`src/rtl/motor_pkg.sv`:
```
// Shared definitions for the motor PWM output stage: channel state encoding
// and channel index constants.
package motor_pkg;

    typedef enum logic [1:0] {
        ST_OFF  = 2'd0,
        ST_RAMP = 2'd1,
        ST_RUN  = 2'd2
    } ch_state_t;

    localparam int unsigned CH_R   = 0;
    localparam int unsigned CH_G   = 1;
    localparam int unsigned CH_B   = 2;
    localparam int unsigned NUM_CH = 3;

endpackage

```
`src/rtl/canal_motor.sv`:
```
// One motor channel: OFF/RAMP/RUN state machine, duty register with linear
// soft-start, and registered PWM compare against the shared counter.
module canal_motor
    import motor_pkg::*;
#(
    parameter int unsigned PWM_BITS = 8,
    parameter int unsigned DUTY_MAX = 255
) (
    input  logic                clk,
    input  logic                reset,
    input  logic                req,
    input  logic                force_off,
    input  logic                ramp_tick,
    input  logic [PWM_BITS-1:0] pwm_cnt,
    output logic                pwm,
    output logic                activo,
    output logic                en_rampa
);

    localparam int unsigned INC_W = PWM_BITS + 1;
    localparam logic [PWM_BITS-1:0] DUTY_TOP = PWM_BITS'(DUTY_MAX);

    ch_state_t           state_q;
    ch_state_t           state_d;
    logic [PWM_BITS-1:0] duty_q;
    logic [PWM_BITS-1:0] duty_d;
    logic                activo_d;
    logic                en_rampa_d;
    logic                stop_c;
    logic [INC_W-1:0]    duty_inc_c;
    logic                at_top_c;

    assign stop_c     = !req || force_off;
    assign duty_inc_c = {1'b0, duty_q} + INC_W'(1);
    assign at_top_c   = duty_inc_c >= INC_W'(DUTY_MAX);

    // State, duty and status registers
    always_ff @(posedge clk or negedge reset) begin
        if (!reset) begin
            state_q  <= ST_OFF;
            duty_q   <= '0;
            pwm      <= 1'b0;
            activo   <= 1'b0;
            en_rampa <= 1'b0;
        end else begin
            state_q  <= state_d;
            duty_q   <= duty_d;
            pwm      <= (pwm_cnt < duty_q);
            activo   <= activo_d;
            en_rampa <= en_rampa_d;
        end
    end

    // Next state: a stop request or interlock always beats a ramp step
    always_comb begin
        state_d = state_q;
        unique case (state_q)
            ST_OFF: begin
                if (req && !force_off) state_d = ST_RAMP;
            end
            ST_RAMP: begin
                if (stop_c)                     state_d = ST_OFF;
                else if (ramp_tick && at_top_c) state_d = ST_RUN;
            end
            ST_RUN: begin
                if (stop_c) state_d = ST_OFF;
            end
            default: state_d = ST_OFF;
        endcase
    end

    // Duty and status next values
    always_comb begin
        duty_d     = duty_q;
        activo_d   = (state_d == ST_RUN);
        en_rampa_d = (state_d == ST_RAMP);
        if (state_d == ST_OFF) begin
            duty_d = '0;
        end else if (state_q == ST_RAMP && ramp_tick) begin
            duty_d = at_top_c ? DUTY_TOP : duty_inc_c[PWM_BITS-1:0];
        end
    end

endmodule

```
`src/rtl/motor_pwm_driver.sv`:
```
// Motor output stage: shared PWM and ramp timebases, one-motor-at-a-time
// interlock, and one soft-start PWM channel per colour pump.
module motor_pwm_driver
    import motor_pkg::*;
#(
    parameter int unsigned PWM_BITS   = 8,
    parameter int unsigned PWM_DIV    = 195,
    parameter int unsigned RAMP_TICKS = 500_000,
    parameter int unsigned DUTY_MAX   = 255
) (
    input  logic       clk,
    input  logic       reset,
    input  logic [2:0] motores_req,
    output logic [2:0] pwm_out,
    output logic [2:0] motor_activo,
    output logic       ramping,
    output logic       fault
);

    localparam int unsigned PRESC_W = (PWM_DIV > 1) ? $clog2(PWM_DIV) : 1;
    localparam int unsigned RAMP_W  = (RAMP_TICKS > 1) ? $clog2(RAMP_TICKS) : 1;

    logic [PRESC_W-1:0]  presc_q;
    logic [PWM_BITS-1:0] pwm_cnt_q;
    logic [RAMP_W-1:0]   ramp_cnt_q;
    logic                presc_wrap_c;
    logic                ramp_tick_c;
    logic                multi_req_c;
    logic                force_off_c;
    logic [2:0]          en_rampa_w;

    assign presc_wrap_c = (presc_q == PRESC_W'(PWM_DIV - 1));
    assign ramp_tick_c  = (ramp_cnt_q == RAMP_W'(RAMP_TICKS - 1));
    assign multi_req_c  = ($countones(motores_req) > 1);
    // Offending request takes effect on the same edge that raises fault
    assign force_off_c  = fault || multi_req_c;

    // PWM and ramp timebases; the ramp counter is never restarted by requests
    always_ff @(posedge clk or negedge reset) begin
        if (!reset) begin
            presc_q    <= '0;
            pwm_cnt_q  <= '0;
            ramp_cnt_q <= '0;
        end else begin
            presc_q    <= presc_wrap_c ? '0 : presc_q + PRESC_W'(1);
            pwm_cnt_q  <= presc_wrap_c ? pwm_cnt_q + PWM_BITS'(1) : pwm_cnt_q;
            ramp_cnt_q <= ramp_tick_c ? '0 : ramp_cnt_q + RAMP_W'(1);
        end
    end

    // Interlock: sticky until an all-zero request vector is sampled
    always_ff @(posedge clk or negedge reset) begin
        if (!reset) begin
            fault <= 1'b0;
        end else if (multi_req_c) begin
            fault <= 1'b1;
        end else if (motores_req == 3'b000) begin
            fault <= 1'b0;
        end
    end

    canal_motor #(.PWM_BITS(PWM_BITS), .DUTY_MAX(DUTY_MAX)) u_canal_r (
        .clk       (clk),
        .reset     (reset),
        .req       (motores_req[CH_R]),
        .force_off (force_off_c),
        .ramp_tick (ramp_tick_c),
        .pwm_cnt   (pwm_cnt_q),
        .pwm       (pwm_out[CH_R]),
        .activo    (motor_activo[CH_R]),
        .en_rampa  (en_rampa_w[CH_R])
    );

    canal_motor #(.PWM_BITS(PWM_BITS), .DUTY_MAX(DUTY_MAX)) u_canal_g (
        .clk       (clk),
        .reset     (reset),
        .req       (motores_req[CH_G]),
        .force_off (force_off_c),
        .ramp_tick (ramp_tick_c),
        .pwm_cnt   (pwm_cnt_q),
        .pwm       (pwm_out[CH_G]),
        .activo    (motor_activo[CH_G]),
        .en_rampa  (en_rampa_w[CH_G])
    );

    canal_motor #(.PWM_BITS(PWM_BITS), .DUTY_MAX(DUTY_MAX)) u_canal_b (
        .clk       (clk),
        .reset     (reset),
        .req       (motores_req[CH_B]),
        .force_off (force_off_c),
        .ramp_tick (ramp_tick_c),
        .pwm_cnt   (pwm_cnt_q),
        .pwm       (pwm_out[CH_B]),
        .activo    (motor_activo[CH_B]),
        .en_rampa  (en_rampa_w[CH_B])
    );

    assign ramping = |en_rampa_w;

endmodule

```
`config.mk`:
```
export PLATFORM = sky130hd
export DESIGN_NAME = motor_pwm_driver
export DESIGN_NICKNAME = d
export VERILOG_FILES = /design/src/rtl/motor_pkg.sv /design/src/rtl/canal_motor.sv /design/src/rtl/motor_pwm_driver.sv
export SDC_FILE = /design/constraint.sdc
export NUM_CORES = 1
export LEC_CHECK = 0
export BUFFER_PORTS_ARGS = -buffer_cell sky130_fd_sc_hd__buf_4
export CELL_PAD_IN_SITES_DETAIL_PLACEMENT = 0
export CELL_PAD_IN_SITES_GLOBAL_PLACEMENT = 1
export CORE_UTILIZATION = 45
export DETAILED_ROUTE_END_ITERATION = 12
export GPL_TIMING_DRIVEN = 1
export PLACE_DENSITY = 0.85
export RECOVER_POWER = 50
export SLEW_MARGIN = 20
export SYNTH_ARGS = -nofsm -noshare
export SYNTH_HDL_FRONTEND = slang
export SYNTH_HIERARCHICAL = 1
export SYNTH_SLANG_ARGS = --single-unit
```
`constraint.sdc`:
```
create_clock -name clk -period 5.79 [get_ports clk]
set_clock_uncertainty 0.05 [all_clocks]
set_input_delay 0.8685 -clock clk [delete_from_list [all_inputs] [get_ports clk]]
set_output_delay 0.8685 -clock clk [all_outputs]
set_load 0.005 [all_outputs]
```
Yosys cells after proc, flatten, opt, wreduce, memory -nomap -nowiden --
Cells that the tools add are included.
Storage, ports and cells: output and inout bits 8, input port bits 5, word-level logic and storage cells 105, register bits 75
Operators by class: add/subtract/negate cells 8, mux-type cells 28, eq/ne operators 14, $lt $le $gt $ge 7, reduce and logical (&&, ||, !) cells 29
Operators by type and width (count):
- $mux W8 | 10
- $add A8 B1 Y9 const B | 3
- $ge A9 B8 Y1 const B | 3
- $lt A8 B8 Y1 | 3
- $mux W2 | 12
- $add A19 B1 Y19 const B | 1
- $eq A19 B19 Y1 const B | 1
- $mux W19 | 1
- $pmux W2 S3 | 3
- $add A8 B1 Y8 const B | 2
- $eq A2 B1 Y1 const B | 6
- $eq A2 B2 Y1 const B | 6
- $logic_not A2 Y1 | 6
- $logic_and A1 B1 Y1 | 9
- $eq A8 B8 Y1 const B | 1
- $reduce_bool A2 Y1 | 4
- $logic_not A1 Y1 | 4
- $logic_or A1 B1 Y1 | 4
- $add A2 B1 Y3 | 1
- $gt A3 B1 Y1 const B | 1
- $logic_not A3 Y1 | 1
- $reduce_or A3 Y1 | 1
- $add A1 B1 Y2 | 1
- $mux W1 | 2

Longest topological paths before layout --
Gate-level depths: netlist of run 1.
word-level depth 10, mapped depth 9, depth with buffers taken out 9

Hierarchy --
The synthesis of run 1 kept the hierarchy.
Modules (own cells, without submodules):
- canal_motor | sequential area each 325.3 sq um, area an instance 969.7 sq um, times used 3, cells an instance 108
- motor_pwm_driver | sequential area each 900.9 sq um, area an instance 1720.4 sq um, times used 1, cells an instance 152

Worst setup path after synthesis of run 1 --
Ideal clock, no wire load.
path type register to register, from register ramp_cnt_q[0], to register u_canal_b.duty_q[3], library setup time 0.119 ns, data arrival time 2.637 ns, cell stages (with the launch flop) 9, period minus slack after synthesis 2.806 ns, path buffers 0, required time 5.621 ns, path slack 2.984 ns, path through dfrtp_1 -> ha_1 -> nand4_1 -> nor4_1 -> nor4b_1 -> nand3b_1 -> a31oi_1 -> a21oi_1 -> o21a_1
On the way: longest elaborated chain between the ends 7, elaborated cells between the ends (all ways) 9, those cells by class 1 x eq/ne; 4 x mux; 4 x reduce/logical
RTL lines:
- start: declaration | line motor_pwm_driver.sv:25 | logic [RAMP_W-1:0] ramp_cnt_q;
- start signal: assignment | line motor_pwm_driver.sv:47 | ramp_cnt_q <= ramp_tick_c ? '0 : ramp_cnt_q + RAMP_W'(1);
- $eq A19 B19 Y1 (*) | line motor_pwm_driver.sv:33 | assign ramp_tick_c = (ramp_cnt_q == RAMP_W'(RAMP_TICKS - 1));
- via ramp_tick_c | line motor_pwm_driver.sv:27 | logic ramp_tick_c;
- $logic_and A1 B1 Y1 | line canal_motor.sv:63 | else if (ramp_tick && at_top_c) state_d = ST_RUN;
- $mux W2 | line canal_motor.sv:63
- $mux W2 | line canal_motor.sv:62 | if (stop_c) state_d = ST_OFF;
- $pmux W2 S3 | line canal_motor.sv:57 | unique case (state_q)
- $logic_not A2 Y1 | line canal_motor.sv:77 | if (state_d == ST_OFF) begin
- $mux W8 or $reduce_bool A2 Y1 (tied branches)
- end signal: assignment | line canal_motor.sv:47 | duty_q <= duty_d;
- end: declaration | line canal_motor.sv:25 | logic [PWM_BITS-1:0] duty_q;
The timed path passes the listed nets; every way through them passes the cells marked *. A chain may end at the register's enable or synchronous reset.

Worst setup path in the final report of run 1 --
from register ramp_cnt_q[0], to register u_canal_b.duty_q[5]
The elaborated chain is that of the path after synthesis.

==> results of run 1 <==
[sequential cells by signal, indices dropped and copies added (netlist names), 2 cells and up]
register           count
presc_q                8
pwm_cnt_q              8
ramp_cnt_q            19
u_canal_b/duty_q       8
u_canal_b/state_q      2
u_canal_g/duty_q       8
u_canal_g/state_q      2
u_canal_r/duty_q       8
u_canal_r/state_q      2
[cells in the mapped netlist (all sizes together), types with 10 or more instances]
master  number  share of area [%]
a21oi       20                2.2
a31oi       20                2.7
and2        10                1.4
and3        13                1.8
dfrtp       75                 41
ha          32                8.6
inv         34                2.8
nand2       29                2.4
nand3       30                3.9
nand4       22                3.4
nor2        31                2.5
o21ai       28                3.0
xnor2       20                3.8
[critical path, delay by kind of cell, from the launching register on]
family | cells | cell delay (ns)
simple gates | 5 | 1.17
compound gates | 3 | 0.67
flops | 1 | 0.40
fa+ha+maj | 1 | 0.22
buf+inv | 1 | 0.21
[cells by family after synthesis]
kind of cell | Yosys count | share of synthesized area [%]
buffers and inverters | 44 | 5.378
adder cells (fa/ha/maj) | 32 | 8.649
AND/OR/NAND/NOR | 173 | 21.62
multiplexers | 3 | 0.6757
flip-flops | 75 | 40.54
XOR/XNOR | 25 | 4.730
AO/OA/AOI/OAI | 124 | 18.41
[metrics by stage]
stage	power (mW)	hold slack, ns	setup slack (ns)	cells
floorplan	0.5463	0.4052	2.984	476
global placement	0.5641	0.4165	3.066	612
detailed placement	0.5650	0.4340	2.941	612
CTS	1.000	0.4452	2.902	628
global route	1.018	0.4850	2.532	628
finish	0.9816	0.4427	2.940	628
[layout make-up]
cell class	instances	area [sq um]
Inverter	34	127.6
Clock inverter	6	71.32
Tap cell	133	166.4
Sequential cell	75	1877
Multi-Input combinational cell	357	2504
Timing Repair Buffer	13	97.59
Clock buffer	10	137.6
Fill cell	902	4883
[power by group through the flow]
stage	clock network, mW	logic, mW	registers, mW
4_1_cts	0.446	0.0274	0.527
6_report	0.428	0.0260	0.527
5_1_grt	0.460	0.0302	0.528
3_3_place_gp	0	0.0265	0.538
3_5_place_dp	0	0.0273	0.538
2_1_floorplan	0	0.00876	0.538
[layer usage]
metal | global-route usage [%] | vias up | wire, microns | share of wire (%)
met2 | 33.37 | 73 | 4797 | 49
met1 | 26.98 | 1870 | 4517 | 46
met4 | 5.850 | 0 | 108 | 1.1
met3 | 4.234 | 7 | 400 | 4.1
li1 | - | 1802 | - | -
met5 | 0 | - | 0 | 0
[how the worst max path moves through the flow]
stage | slack [ns] | from | to | cells after the start
final | 2.94 | ramp_cnt_q[0]$_DFF_PN0_ | u_canal_b/duty_q[5]$_DFFE_PN0P_ | 10
after detailed placement | 2.94 | ramp_cnt_q[0]$_DFF_PN0_ | u_canal_b/duty_q[5]$_DFFE_PN0P_ | 10
after floorplan | 2.98 | ramp_cnt_q[0]$_DFF_PN0_ | u_canal_b/duty_q[3]$_DFFE_PN0P_ | 8
after CTS | 2.90 | ramp_cnt_q[0]$_DFF_PN0_ | u_canal_b/duty_q[5]$_DFFE_PN0P_ | 10
after global placement | 3.07 | ramp_cnt_q[0]$_DFF_PN0_ | u_canal_b/duty_q[5]$_DFFE_PN0P_ | 10
after global routing | 2.53 | ramp_cnt_q[0]$_DFF_PN0_ | u_canal_b/duty_q[5]$_DFFE_PN0P_ | 10
[cells in the final DEF, fill, tap and decap left out, types with 19 or more instances in the layout]
| cell | count |
|---|---|
| a21oi_1 | 20 |
| a31oi_1 | 20 |
| dfrtp_1 | 75 |
| ha_1 | 32 |
| inv_1 | 34 |
| nand2_1 | 29 |
| nand3_1 | 24 |
| nand4_1 | 19 |
| nor2_1 | 31 |
| o21ai_0 | 28 |
| xnor2_1 | 20 |
==> flow_metrics.env, run 1 <==
export IMPL_rsz0062_at_grt="no"
export IMPL_min_period_ns=2.850
export IMPL_critPathRequiredTime_ns=5.96
export IMPL_dr_pass1_iters=5
export IMPL_swShare_pct=23.68
export IMPL_n_antenna_cell=0
export IMPL_vias=3752
export IMPL_synthArstFlopShare_pct=100.0
export IMPL_synth_area_sq_um=4629
export IMPL_synth_edff_count=0
export IMPL_crit_path_start_kind="flop"
export IMPL_core_area_sq_um=9864
export IMPL_post_drt_wl_per_cell_microns=15.64
export IMPL_finalSetupViolations=0
export IMPL_io_buffers=12
export IMPL_ios=13
export IMPL_worstSkewPairLatency_ns=0.36
export IMPL_irDropWorstVdd_uv=144.4
export IMPL_hold_viol_final=0
export IMPL_start_util_pct=46.93
export IMPL_p_clk_share_pct=43.6
export IMPL_first_iter_violations=224
export IMPL_slew_viol_final=0
export IMPL_min_to="ramp_cnt_q[0]$_DFF_PN0_"
export IMPL_power_frac_seq_pct=53.7
export IMPL_grt_max_degree=76
export IMPL_cts_buffers_inserted=9
export IMPL_p_per_area_nw_per_um2=197.1
export IMPL_fin_area_sq_um=4981
export IMPL_root_buffer="clkbuf_8"
export IMPL_antenna_found_initial=0
export IMPL_cap_violations=0
export IMPL_max_stage_delay_ns=0.48
export IMPL_synth_fp_nets=513
export IMPL_dp_hpwl_microns=7020
export IMPL_yosysUniqueCellTypes=50
export IMPL_utilization_pct=50.49
export IMPL_avgViaCountPerCell=5.975
export IMPL_ant_nets=0
export IMPL_avgSynthCellArea_sq_um=9.726
export IMPL_grt_usage_pct=20.27
export IMPL_crit_fanout=8
export IMPL_fp_dieW_microns=103.4
export IMPL_htreeDepth=3
export IMPL_cts_setup_buffers=0
export IMPL_internal_power_mw=0.7492
export IMPL_worstMarginPinSlew_ns=0.9314
export IMPL_path_clk_slew_ns=0.08
export IMPL_routed_wl_microns=9823
export IMPL_cts_sinks=75
export IMPL_syn_instance_count=476
export IMPL_cts_tree="done"
export IMPL_crit_arrival_ns=3.02
export IMPL_overflow=0
export IMPL_switchingPower_mw=0.2324
export IMPL_setup_tns_ns=0
export IMPL_grt_pass1_vias=3474
export IMPL_clock_fmax_mhz=350.9
export IMPL_status="completed"
export IMPL_crit_slowest_cell="a31oi_1"
export IMPL_area_growth_syn_to_layout_pct=7.595
export IMPL_r2r_slack_ns=2.94
export IMPL_nNetsFinal=527
export IMPL_dieArea_sq_um=10700
export IMPL_row_count=36
export IMPL_synth_seq_cells=75
export IMPL_grt_pass1_wl_microns=16720
export IMPL_gp_congestion=0.9017
export IMPL_rr_worst_depth=10
export IMPL_crit_path_end_kind="flop"
export IMPL_yosysWarnings=6
export IMPL_fp_dieH_microns=103.4
export IMPL_yosys_most_used_dff="dfrtp_1"
export IMPL_fin_crit_sh_pct=49.23
export IMPL_regToRegEndpoint="u_canal_b/duty_q[5]$_DFFE_PN0P_"
export IMPL_crit_chain="ha_1 > nand4_1 > nor4_1 > nor4b_1 > buf_4 > nand3b_1 > a31oi_1 > a21oi_1 > nor2_1 > a311oi_1"
export IMPL_combPwrFrac_pct=2.7
export IMPL_drc=0
export IMPL_holdCritPathClass="reg -> reg"
export IMPL_criticalPathCategory="reg -> reg"
export IMPL_placed_area_sq_um=4772
export IMPL_cts_buffer_depth=2
export IMPL_slew_headroom_pct=37.90
export IMPL_hold_buffers=0
export IMPL_hold_depth=1
export IMPL_drive_gt1_share_pct=10.71
export IMPL_power_leakage_nw=2.158
export IMPL_yosysSeqAreaShare_pct=40.54
export IMPL_hold_start="ramp_cnt_q[0]$_DFF_PN0_"
export IMPL_r2r_start="ramp_cnt_q[0]$_DFF_PN0_"
export IMPL_cts_resized=0
No activity file was read; power rests on OpenSTA's default activity.
==> run 2, diff against run 1 <==
--- a/config.mk
+++ b/config.mk
@@ -5,13 +5,14 @@
 export SDC_FILE = /design/constraint.sdc
 export NUM_CORES = 1
 export LEC_CHECK = 0
+export ABC_AREA = 1
 export BUFFER_PORTS_ARGS = -buffer_cell sky130_fd_sc_hd__buf_4
 export CELL_PAD_IN_SITES_DETAIL_PLACEMENT = 0
 export CELL_PAD_IN_SITES_GLOBAL_PLACEMENT = 1
 export CORE_UTILIZATION = 45
 export DETAILED_ROUTE_END_ITERATION = 12
 export GPL_TIMING_DRIVEN = 1
-export PLACE_DENSITY = 0.85
+export PLACE_DENSITY = 0.88
 export RECOVER_POWER = 50
 export SLEW_MARGIN = 20
 export SYNTH_ARGS = -nofsm -noshare
==> constraint.sdc (replaced) <==
create_clock -name clk -period 2.9 [get_ports clk]
set_clock_uncertainty 0.05 [all_clocks]
set_input_delay 0.435 -clock clk [delete_from_list [all_inputs] [get_ports clk]]
set_output_delay 0.435 -clock clk [all_outputs]
set_load 0.005 [all_outputs]
==> run 2 against run 1 <==
Against the previous run: the flow now finishes with violations (max-capacitance violations, max-slew violations); worst hold slack worse by 0.082 ns; critical path depth is the same; via count rose by 5.1%; combinational power increased by 100%; critical endpoint is now u_canal_r/duty_q[4]$_DFFE_PN0P_; largest cell class unchanged; sequential share of layout area decreased by 1.2 points.
==> flow_metrics.env, run 2 <==
export IMPL_crit_arrival_ns=2.54
export IMPL_routed_wl_microns=9710
export IMPL_slew_viol_final=76
export IMPL_dr_wl_met2_microns=4562
export IMPL_yosys_most_used_dff="dfrtp_1"
export IMPL_mostFrequentLayoutCells="nand2_1 (136), inv_1 (87), nor2_1 (77), dfrtp_1 (75), nand3_1 (46)"
export IMPL_post_drt_wl_per_cell_microns=12.61
export IMPL_utilization_pct=51.71
export IMPL_hold_viol_final=0
export IMPL_hold_buffers=0
export IMPL_status="finished with violations"
export IMPL_power_frac_seq_pct=52.1
export IMPL_synth_edff_count=0
export IMPL_root_buffer="clkbuf_8"
export IMPL_cts_buffer_depth=2
export IMPL_grt_pass1_vias=3803
export IMPL_critPathTopFamily="simple AND/OR/NAND/NOR gates"
export IMPL_internal_power_mw=1.553
export IMPL_path_clk_slew_ns=0.09
export IMPL_top_layer="met4"
export IMPL_mostFrequentLayoutCell="nand2_1"
export IMPL_cts_sinks=75
export IMPL_p_clk_share_pct=45.3
export IMPL_slew_headroom_pct=-26.17
export IMPL_dr_pass1_iters=4
export IMPL_yosysUniqueCellTypes=28
export IMPL_synth_most_common_cell="nand2_1"
export IMPL_cts_buffers_inserted=9
export IMPL_synth_fp_nets=649
export IMPL_synth_area_leaders="dfrtp_1 (40%), nand2_1 (11%), ha_1 (8.5%)"
export IMPL_synthTopCellsByCount="nand2_1 (135), inv_1 (87), nor2_1 (77)"
export IMPL_synth_area_leader_cell="dfrtp_1"
export IMPL_clock_fmax_mhz=428.1
export IMPL_synth_top_area_share_pct=40.03
export IMPL_largest_reg_flops=19
export IMPL_cts_resized=0
export IMPL_critPathRequiredTime_ns=3.10
export IMPL_nNetsFinal=669
export IMPL_grt_max_degree=76
export IMPL_worstSkewPairLatency_ns=0.37
export IMPL_htreeDepth=3
export IMPL_row_count=36
export IMPL_dieArea_sq_um=10830
export IMPL_grt_pass1_wl_microns=17170
export IMPL_cap_violations=1
export IMPL_area_growth_syn_to_layout_pct=9.795
export IMPL_synthArstFlopShare_pct=100.0
export IMPL_dp_hpwl_microns=7283
export IMPL_worstMarginPinSlew_ns=1.893
export IMPL_r2r_slack_ns=0.56
export IMPL_yosysSeqAreaShare_pct=40.03
export IMPL_fp_dieW_microns=104.1
export IMPL_gp_congestion=0.8107
export IMPL_worst_path_buf_inv=1
export IMPL_yosysWarnings=6
export IMPL_vias=3945
export IMPL_avgSynthCellArea_sq_um=7.661
export IMPL_setup_tns_ns=0
export IMPL_regMostFlops="ramp_cnt_q"
export IMPL_ios=13
export IMPL_crit_chain="ha_1 > nand2_1 > nor2_4 > nand3_1 > inv_2 > nand2_2 > nor2_1 > nand2_1 > o21ai_0 > nor2_1"
export IMPL_combPwrFrac_pct=2.6
export IMPL_min_period_ns=2.336
export IMPL_io_buffers=12
export IMPL_fin_crit_sh_pct=80.54
export IMPL_p_per_area_nw_per_um2=392.5
export IMPL_n_antenna_cell=0
export IMPL_wirelength_met1_microns=4622
export IMPL_switchingPower_mw=0.4677
export IMPL_irDropWorstVdd_uv=200.9
export IMPL_rsz0062_at_grt="no"
export IMPL_holdCritPathClass="in -> reg"
export IMPL_avgViaCountPerCell=5.123
export IMPL_finalSetupViolations=0
export IMPL_violations="max-capacitance violations, max-slew violations"
export IMPL_overflow=0
export IMPL_syn_instance_count=612
export IMPL_crit_path_start_kind="flop"
export IMPL_antenna_found_initial=0
export IMPL_fp_dieH_microns=104.1
export IMPL_max_stage_delay_ns=0.38
export IMPL_first_iter_violations=179
export IMPL_grt_usage_pct=19.64
export IMPL_start_util_pct=47.10
export IMPL_crit_fanout=13
export IMPL_wl_met3_microns=332
export IMPL_crit_path_end_kind="flop"
export IMPL_drc=0
export IMPL_crit_slowest_cell="dfrtp_1"
export IMPL_drive_gt1_share_pct=11.15
export IMPL_criticalPathCategory="reg -> reg"
export IMPL_ant_nets=0
export IMPL_cts_setup_buffers=0
export IMPL_power_leakage_nw=2.513
export IMPL_cts_tree="done"
export IMPL_core_area_sq_um=9955
export IMPL_synth_seq_cells=75
export IMPL_synth_area_sq_um=4688
export IMPL_swShare_pct=23.15
run 2: cell count changes after synthesis, moves of 9 or more:
| cell | delta |
|---|---|
| nand2_1 | +106 |
| xor2_1 | +13 |
| a31oi_1 | -19 |
| xnor2_1 | -18 |
| and3_1 | -10 |
| o21ai_0 | -12 |
| o31ai_1 | -9 |
| a221oi_1 | +9 |
| nand3_1 | +22 |
| nand2_2 | +17 |
| inv_1 | +53 |
| and2_1 | -10 |
| nor2_1 | +46 |
run 2: final cells by class:
cell class                      instances  area [sq um]
Tap cell                              133         166.4
Sequential cell                        75          1877
Timing Repair Buffer                   12         87.58
Inverter                               95         356.6
Fill cell                             953          4807
Clock buffer                            9         123.9
Clock inverter                          7         98.84
Multi-Input combinational cell        439          2437
run 2: path summary, 6_finish.rpt:
path                                         startpoint                         endpoint  depth (start not counted)
worst max-delay path            ramp_cnt_q[0]$_DFF_PN0_  u_canal_r/duty_q[4]$_DFFE_PN0P_                         10
worst min-delay path                     motores_req[0]                fault$_DFFE_PN0P_                          4
worst max register to register  ramp_cnt_q[0]$_DFF_PN0_  u_canal_r/duty_q[4]$_DFFE_PN0P_                         10
worst min register to register  ramp_cnt_q[0]$_DFF_PN0_          ramp_cnt_q[0]$_DFF_PN0_                          1
max in group asynchronous                         reset          ramp_cnt_q[0]$_DFF_PN0_                          1
min in group asynchronous                         reset             presc_q[3]$_DFF_PN0_                          1
run 2: metal layers:
| layer | GRT usage (%) | up-vias |
|---|---|---|
| li1 | - | 2026 |
| met1 | 25.74 | 1843 |
| met2 | 32.14 | 61 |
| met3 | 2.757 | 15 |
| met4 | 9.082 | 0 |
| met5 | 0 | - |
run 2: kinds of logic (layout without fill, tap and decap cells):
group           count (synthesis)  after routing  share of synthesized area, %
fa+ha+maj                      32             32                         8.540
compound gates                 69             69                         8.754
simple gates                  318            318                         31.01
flops                          75             75                         40.03
xor+xnor                       20             20                         3.736
buf+inv                        98            123                         7.926
run 2: through the flow:
step / worst slack [ns] / hold WS, ns / cells / cell area (sq um) / power [mW]
floorplan: 0.8356 / 0.08941 / 612 / 4688 / 1.091
global placement: 0.5026 / 0.3963 / 754 / 4930 / 1.127
detailed placement: 0.4365 / 0.4025 / 754 / 4930 / 1.128
CTS: 0.5811 / 0.2154 / 770 / 5152 / 2.054
global route: 0.3002 / 0.3910 / 770 / 5147 / 2.109
finish: 0.5643 / 0.3605 / 770 / 5147 / 2.020
run 2: power by group through the flow:
| stage | logic, mW | clock network (mW) | registers, mW |
|---|---|---|---|
| after CTS | 0.0556 | 0.946 | 1.05 |
| after detailed placement | 0.0555 | 0 | 1.07 |
| after global routing | 0.0616 | 0.994 | 1.05 |
| after floorplan | 0.0189 | 0 | 1.07 |
| after global placement | 0.0541 | 0 | 1.07 |
| final | 0.0526 | 0.916 | 1.05 |
run 2: worst reg2reg max path, delay by kind of cell (launching register included):
kind            cells  cell delay (ns)
compound gates      1             0.19
fa+ha+maj           1             0.20
simple gates        7             1.11
flops               1             0.38
buf+inv             1             0.32
